<file path="config.mk">
export PLATFORM = sky130hd
export DESIGN_NAME = axis_packet_framer_flat
export DESIGN_NICKNAME = d
export VERILOG_FILES = /design/src/rtl/axis_packet_framer_if.sv /design/src/rtl/axis_packet_framer.sv /design/src/flat_wrapper.sv
export SDC_FILE = /design/constraint.sdc
export NUM_CORES = 2
export LEC_CHECK = 0
export CAP_MARGIN = 20
export CORE_AREA = 2 2 452 454
export DETAILED_ROUTE_END_ITERATION = 8
export DIE_AREA = 0 0 454 456
export DONT_BUFFER_PORTS = 1
export SLEW_MARGIN = 30
export SYNTH_ARGS = -nofsm -noshare
export SYNTH_HDL_FRONTEND = slang
export SYNTH_SLANG_ARGS = --single-unit
export TNS_END_PERCENT = 100
</file>
<file path="constraint.sdc">
create_clock -name aclk -period 2.6 [get_ports aclk]
set_input_delay 0.52 -clock aclk [delete_from_list [all_inputs] [get_ports aclk]]
set_output_delay 0.52 -clock aclk [all_outputs]
set_load 0.1 [all_outputs]
</file>
<file path="src/rtl/axis_packet_framer_if.sv">
// ---------------------------------------------------------------------------
// axis_packet_framer_if
//   AXI-Stream bundle used on both sides of the packet framer.
//   Ports / members:
//     tdata  [DW-1:0]    beat data
//     tkeep  [DW/8-1:0]  byte enables
//     tlast              end of packet (only meaningful on the framed side)
//     tvalid             source has a beat
//     tready             sink accepts the beat
//   Modports:
//     master  drives data/keep/last/valid, samples ready
//     slave   samples data/keep/valid, drives ready (input stream is unframed,
//             so tlast is not part of the slave view)
// ---------------------------------------------------------------------------
interface axis_packet_framer_if #(
  parameter int DW = 512
) ();
  logic [DW-1:0]   tdata;
  logic [DW/8-1:0] tkeep;
  logic            tlast;
  logic            tvalid;
  logic            tready;

  modport master (output tdata, output tkeep, output tlast, output tvalid, input tready);
  modport slave  (input tdata, input tkeep, input tvalid, output tready);
endinterface

</file>
<file path="src/rtl/axis_packet_framer.sv">
// ---------------------------------------------------------------------------
// axis_packet_framer
//   Adds TLAST framing to an unframed AXI-Stream. A packet ends after
//   PACKET_BEATS beats, or when the input has been idle for TIMEOUT cycles.
//   One beat is always held back (hold register) so TLAST can be attached to
//   it once the end of the packet is known.
//   Ports:
//     aclk           clock
//     aresetn        asynchronous active-low reset
//     s_axis         unframed input stream (slave modport)
//     m_axis         framed output stream, fully registered (master modport)
//     timeout_flush  one-cycle pulse in the cycle a packet is closed by timeout
// ---------------------------------------------------------------------------
module axis_packet_framer #(
  parameter int DW           = 512,
  parameter int PACKET_BEATS = 64,
  parameter int TIMEOUT      = 1024
) (
  input  logic                        aclk,
  input  logic                        aresetn,
  axis_packet_framer_if.slave         s_axis,
  axis_packet_framer_if.master        m_axis,
  output logic                        timeout_flush
);

  localparam int KW  = DW / 8;
  localparam int BCW = (PACKET_BEATS > 1) ? $clog2(PACKET_BEATS) : 1;
  localparam int ICW = (TIMEOUT > 0) ? $clog2(TIMEOUT + 1) : 1;

  localparam logic [BCW-1:0] BEAT_LAST = BCW'(PACKET_BEATS - 1);
  localparam logic [ICW-1:0] IDLE_LAST = ICW'((TIMEOUT > 0) ? TIMEOUT - 1 : 0);
  localparam logic [ICW-1:0] IDLE_MAX  = ICW'(TIMEOUT);
  localparam bit             TO_EN     = (TIMEOUT != 0);

  // Hold register
  logic            hv_q, hv_d;
  logic [DW-1:0]   h_data_q, h_data_d;
  logic [KW-1:0]   h_keep_q, h_keep_d;
  // Output register
  logic            o_valid_q, o_valid_d;
  logic            o_last_q, o_last_d;
  logic [DW-1:0]   o_data_q, o_data_d;
  logic [KW-1:0]   o_keep_q, o_keep_d;
  // Framing counters
  logic [BCW-1:0]  beat_cnt_q, beat_cnt_d;
  logic [ICW-1:0]  idle_cnt_q, idle_cnt_d;

  logic out_free;
  logic s_ready;
  logic accept;
  logic beat_last;

  assign out_free  = !o_valid_q || m_axis.tready;
  // Ready depends only on state, aresetn and downstream ready, never on tvalid.
  assign s_ready   = aresetn && (!hv_q || out_free);
  assign accept    = s_axis.tvalid && s_ready;
  assign beat_last = (beat_cnt_q == BEAT_LAST);

  assign s_axis.tready = s_ready;
  assign m_axis.tvalid = o_valid_q;
  assign m_axis.tlast  = o_last_q;
  assign m_axis.tdata  = o_data_q;
  assign m_axis.tkeep  = o_keep_q;

  always_comb begin
    hv_d          = hv_q;
    h_data_d      = h_data_q;
    h_keep_d      = h_keep_q;
    o_valid_d     = o_valid_q;
    o_last_d      = o_last_q;
    o_data_d      = o_data_q;
    o_keep_d      = o_keep_q;
    beat_cnt_d    = beat_cnt_q;
    idle_cnt_d    = idle_cnt_q;
    timeout_flush = 1'b0;

    // Drained beat leaves O unless O is reloaded below in the same cycle.
    if (o_valid_q && m_axis.tready) begin
      o_valid_d = 1'b0;
    end

    if (accept) begin
      // A new beat pushes the held one out; the held beat closes the packet
      // only if it is the PACKET_BEATS-th one.
      if (hv_q) begin
        o_valid_d  = 1'b1;
        o_data_d   = h_data_q;
        o_keep_d   = h_keep_q;
        o_last_d   = beat_last;
        beat_cnt_d = beat_last ? '0 : beat_cnt_q + 1'b1;
      end
      hv_d       = 1'b1;
      h_data_d   = s_axis.tdata;
      h_keep_d   = s_axis.tkeep;
      idle_cnt_d = '0;
    end else if (hv_q && beat_last && out_free) begin
      // Packet is full: the held beat is already known to be the last one.
      o_valid_d  = 1'b1;
      o_data_d   = h_data_q;
      o_keep_d   = h_keep_q;
      o_last_d   = 1'b1;
      hv_d       = 1'b0;
      beat_cnt_d = '0;
    end else if (hv_q && TO_EN && (idle_cnt_q >= IDLE_LAST) && out_free) begin
      o_valid_d     = 1'b1;
      o_data_d      = h_data_q;
      o_keep_d      = h_keep_q;
      o_last_d      = 1'b1;
      hv_d          = 1'b0;
      beat_cnt_d    = '0;
      timeout_flush = 1'b1;
    end else if (hv_q && (idle_cnt_q < IDLE_MAX)) begin
      // Saturates at TIMEOUT so a stalled flush stays armed.
      idle_cnt_d = idle_cnt_q + 1'b1;
    end
  end

  always_ff @(posedge aclk or negedge aresetn) begin
    if (!aresetn) begin
      hv_q       <= 1'b0;
      h_data_q   <= '0;
      h_keep_q   <= '0;
      o_valid_q  <= 1'b0;
      o_last_q   <= 1'b0;
      o_data_q   <= '0;
      o_keep_q   <= '0;
      beat_cnt_q <= '0;
      idle_cnt_q <= '0;
    end else begin
      hv_q       <= hv_d;
      h_data_q   <= h_data_d;
      h_keep_q   <= h_keep_d;
      o_valid_q  <= o_valid_d;
      o_last_q   <= o_last_d;
      o_data_q   <= o_data_d;
      o_keep_q   <= o_keep_d;
      beat_cnt_q <= beat_cnt_d;
      idle_cnt_q <= idle_cnt_d;
    end
  end

endmodule
</file>
<file path="src/flat_wrapper.sv">
// flat-port wrapper written by rule: the top's interface ports become plain ports
module axis_packet_framer_flat 
#(
  parameter int DW           = 512,
  parameter int PACKET_BEATS = 64,
  parameter int TIMEOUT      = 1024
)
  (aclk, aresetn, timeout_flush, s_axis_tdata, s_axis_tkeep, s_axis_tvalid, s_axis_tready, m_axis_tdata, m_axis_tkeep, m_axis_tlast, m_axis_tvalid, m_axis_tready);
  axis_packet_framer_if #(.DW(DW)) s_axis_i ();
  axis_packet_framer_if #(.DW(DW)) m_axis_i ();
  input  logic aclk;
  input  logic aresetn;
  output logic timeout_flush;
  input wire logic [$bits(s_axis_i.tdata)-1:0] s_axis_tdata;
  input wire logic [$bits(s_axis_i.tkeep)-1:0] s_axis_tkeep;
  input wire logic [$bits(s_axis_i.tvalid)-1:0] s_axis_tvalid;
  output wire logic [$bits(s_axis_i.tready)-1:0] s_axis_tready;
  output wire logic [$bits(m_axis_i.tdata)-1:0] m_axis_tdata;
  output wire logic [$bits(m_axis_i.tkeep)-1:0] m_axis_tkeep;
  output wire logic [$bits(m_axis_i.tlast)-1:0] m_axis_tlast;
  output wire logic [$bits(m_axis_i.tvalid)-1:0] m_axis_tvalid;
  input wire logic [$bits(m_axis_i.tready)-1:0] m_axis_tready;
  assign s_axis_i.tdata = s_axis_tdata;
  assign s_axis_i.tkeep = s_axis_tkeep;
  assign s_axis_i.tvalid = s_axis_tvalid;
  assign s_axis_tready = s_axis_i.tready;
  assign m_axis_tdata = m_axis_i.tdata;
  assign m_axis_tkeep = m_axis_i.tkeep;
  assign m_axis_tlast = m_axis_i.tlast;
  assign m_axis_tvalid = m_axis_i.tvalid;
  assign m_axis_i.tready = m_axis_tready;
  axis_packet_framer #(.DW(DW), .PACKET_BEATS(PACKET_BEATS), .TIMEOUT(TIMEOUT)) u_core (.aclk(aclk), .aresetn(aresetn), .s_axis(s_axis_i), .m_axis(m_axis_i), .timeout_flush(timeout_flush));
endmodule
</file>
==> impl_metrics.tcl <==
set metrics [dict create \
    run_status "finished, violations left" \
    violations "negative setup slack" \
    vias_per_cell 4.22 \
    crit_path_end_kind "output pin" \
    io_pins 1160 \
    globalplace.congestion 0.946 \
    grt_pass1_wl_mm 210 \
    r2r_setup_slack_ns -0.04 \
    most_area_hungry_cell_type_in_the_yosys_netlist "sky130_fd_sc_hd__dfrtp_1" \
    timing.clock.skew_ns 0.0324 \
    critical_path_class "flop to output pin" \
    die_h_um 456 \
    post_synth_instance_area_mm2 0.0468 \
    syn_avg_cell_area_um2 12.4 \
    min_path_type "input port to flop" \
    hold_depth 3 \
    post_route_fraction_of_the_period_consumed_by_the_critical_path_pct 121 \
    grt_pass1_vias 32300 \
    final.hold.worst_slack_ns 0.147 \
    syn_to_final_growth_pct 30.7 \
    setup_viol 87 \
    tightest_slew_ns 1.03 \
    number_of_i_o_port_buffers 0 \
    track_usage_pct 13.2 \
    synth_cell_type_count 43 \
    yosysWarningCount 0 \
    detail_route.drc_violations 0 \
    mappedNetlistNets 4349 \
    rr_endpoint "u_core.m_axis.tdata[508]" \
    hpwlAfterDp_mm 98.7 \
    grt_antenna_before_repair 11 \
    post-synth-top-count-cell "sky130_fd_sc_hd__nand2_1" \
    die_area_mm2 0.207 \
    grt_max_degree 177 \
    cts.reportedPaths.clkPinSlew_ns 0.05 \
    tritoncts "done" \
    final_layout_size_suffix_gt1_share_pct 22.2 \
    root_buffer "sky130_fd_sc_hd__clkbuf_16" \
    cap_viol_max_count 0 \
    detailedRoute.firstPassIterationCount 5 \
    floorplan.initialDensity_pct 23.2 \
    number_of_buffers_created_by_cts 130 \
    synth_async_sr_flop_share_pct 100 \
    finalWorstSetupSlack_ns -0.547 \
    dp_slack_ns 0.00810 \
    grt_overflow 0 \
    seq_area_mm2 0.0293 \
    vias 30700 \
    static-leakage-power_nw 31.0 \
    wire_per_inst_um 19.8 \
    synth_top_cell_area_share_pct 62.6 \
    timing.hold.worst.start "s_axis_tdata[290]" \
    multi_input_comb_area_mm2 0.0157 \
    clock_sink_count 1172 \
    synth_enable_flop_cells 0 \
    yosysSeqAreaShare_pct 62.6 \
    report.power.total_w 0.0792 \
    syn_inst 3767 \
    crit_arrival_ns 2.63 \
    die_span_in_x_um 454 \
    worst_r2r_startpoint "u_core.idle_cnt_q[1]" \
    synth_area_leaders "sky130_fd_sc_hd__dfrtp_1 (63%), sky130_fd_sc_hd__mux2_4 (18%), sky130_fd_sc_hd__nand2_1 (14%)" \
    final_hold_viol_count 0 \
    coreArea_mm2 0.202 \
    cts-htree-levels 4 \
    fillers 19900 \
    timing.final.crit_period_ns 3.15 \
    final_net_count 5097 \
    hold_path_end "u_core.h_data_q[290]" \
    synth_ff_type "sky130_fd_sc_hd__dfrtp_1" \
    placedCellCount 6454 \
    worstPathMaxFanout 2 \
    drt-total-wl_mm 144 \
    num_rows 165 \
    layoutNonFillerInstCount 7287 \
    clock_latency_on_the_worst_skew_pair_ns 0.75 \
    rsz0062_at_grt "true" \
    vdd_drop_max_uv 771 \
    ant_nets 0 \
    initialDrtViolationCount 2592 \
    synth_seq_cells 1172 \
    fmax_mhz 318 \
    timing.critical_path.required_ns 2.08 \
    ctsLongestPathBuffers 3 \
    max_slew_headroom_pct 31.6 \
    power_density_cells_mw_per_mm2 1290 \
    drv_slew 0 \
    critical_path.startpoint_type "flop" \
    synth.cells.most_frequent "sky130_fd_sc_hd__nand2_1 (1739), sky130_fd_sc_hd__dfrtp_1 (1172), sky130_fd_sc_hd__mux2_4 (574)" \
    worst_r2r_path_depth 9 \
]
per-layer routing:
metal	up-vias	routed length, um	share of wire, %	GRT usage [%]
li1	13500	-	-	-
met1	15600	57600	40	16.2
met2	1248	68000	47	20.9
met3	340	11400	7.9	4.26
met4	2	6940	4.8	6.44
met5	-	13	0.0090	0
metrics by stage:
| step | util, % | area (um^2) | setup TNS [ns] |
|---|---|---|---|
| after floorplan | - | 46900 | -0.472 |
| after global placement | 25.0 | 50500 | 0 |
| after detailed placement | 25.0 | 50500 | 0 |
| after CTS | 30.0 | 60600 | -7.48 |
| after global routing | 30.3 | 61200 | -15.26 |
| final | 30.3 | 61200 | -2.20 |
registers in the layout, summed over array words and instances (netlist names):
name / flops
u_core.h_keep_q: 64
u_core.m_axis.tdata: 512
u_core.idle_cnt_q: 11
u_core.m_axis.tlast: 1
u_core.beat_cnt_q: 6
u_core.hv_q: 1
u_core.m_axis.tvalid: 1
u_core.m_axis.tkeep: 64
u_core.h_data_q: 512
worst max-delay path, stage by stage, from the launching register on:
cell and delay (ns):
sky130_fd_sc_hd__dfrtp_1 0.36, sky130_fd_sc_hd__ha_2 0.19, sky130_fd_sc_hd__a21oi_2 0.05, sky130_fd_sc_hd__or4b_4 0.55
sky130_fd_sc_hd__a2111oi_4 0.35, sky130_fd_sc_hd__buf_6 0.20, sky130_fd_sc_hd__buf_16 0.17
worst max-delay path by stage:
stage	to	start
floorplan	timeout_flush	u_core.m_axis.tvalid
global placement	timeout_flush	u_core.idle_cnt_q[0]
detailed placement	timeout_flush	u_core.idle_cnt_q[0]
CTS	timeout_flush	u_core.idle_cnt_q[1]
global route	timeout_flush	u_core.idle_cnt_q[1]
finish	timeout_flush	u_core.idle_cnt_q[1]
cell type report:
type	count	area share (%)
flip-flops and latches	1172	48.0
diodes	8	0.0327
well taps	2672	5.47
clock inverters	46	1.08
multi-input cells	2395	25.7
repair buffers	813	13.7
inverters	3	0.0184
clock buffers	178	6.02
repair_timing:
| item | CTS | global route |
|---|---|---|
| setup endpoints to repair | 2 | 154 |
| resized for setup | 5 | 30 |
| cloned | 0 | 14 |
| pin swaps | 3 | 1 |
| setup buffers | 3 | 9 |
| hold buffers | 577 | 0 |
| hold endpoints to repair | 607 | 0 |
cells by family (layout without fill, tap and decap cells):
| kind of cell | Yosys count | after routing | share of synthesized area, % |
|---|---|---|---|
| compound gates | 32 | 32 | 0.438 |
| xor+xnor | 2 | 2 | 0.0374 |
| fa+ha+maj | 2 | 2 | 0.0534 |
| buf+inv | 200 | 1040 | 3.84 |
| flops | 1172 | 1172 | 62.6 |
| mux | 578 | 578 | 18.5 |
| other cells | 0 | 8 | 0 |
| simple gates | 1781 | 1781 | 14.5 |
power breakdown:
group / internal (W) / leakage [nW] / total [W] / switching (W)
logic: 0.00661 / 14.3 / 0.0147 / 0.00811
clock network: 0.0107 / 2.12 / 0.0186 / 0.00792
registers: 0.0224 / 14.5 / 0.0459 / 0.0235
total: 0.0397 / 31.0 / 0.0792 / 0.0395
placed cells by master, fill, tap and decap left out, drive strengths merged, types with 2 or more instances in the layout:
cell         instances
nand2             1739
dfrtp             1172
dlygate4sd3        576
mux2               576
buf                224
clkbuf             190
clkinv              31
a21oi               10
o21ai               10
nand3                9
diode                8
nor2                 8
inv                  8
bufinv               6
nor3                 5
or3                  5
clkinvlp             4
and3                 3
o32a                 2
xor2                 2
mux2i                2
o31ai                2
or4                  2
a31oi                2
ha                   2
No activity file was read; power rests on OpenSTA's default activity.
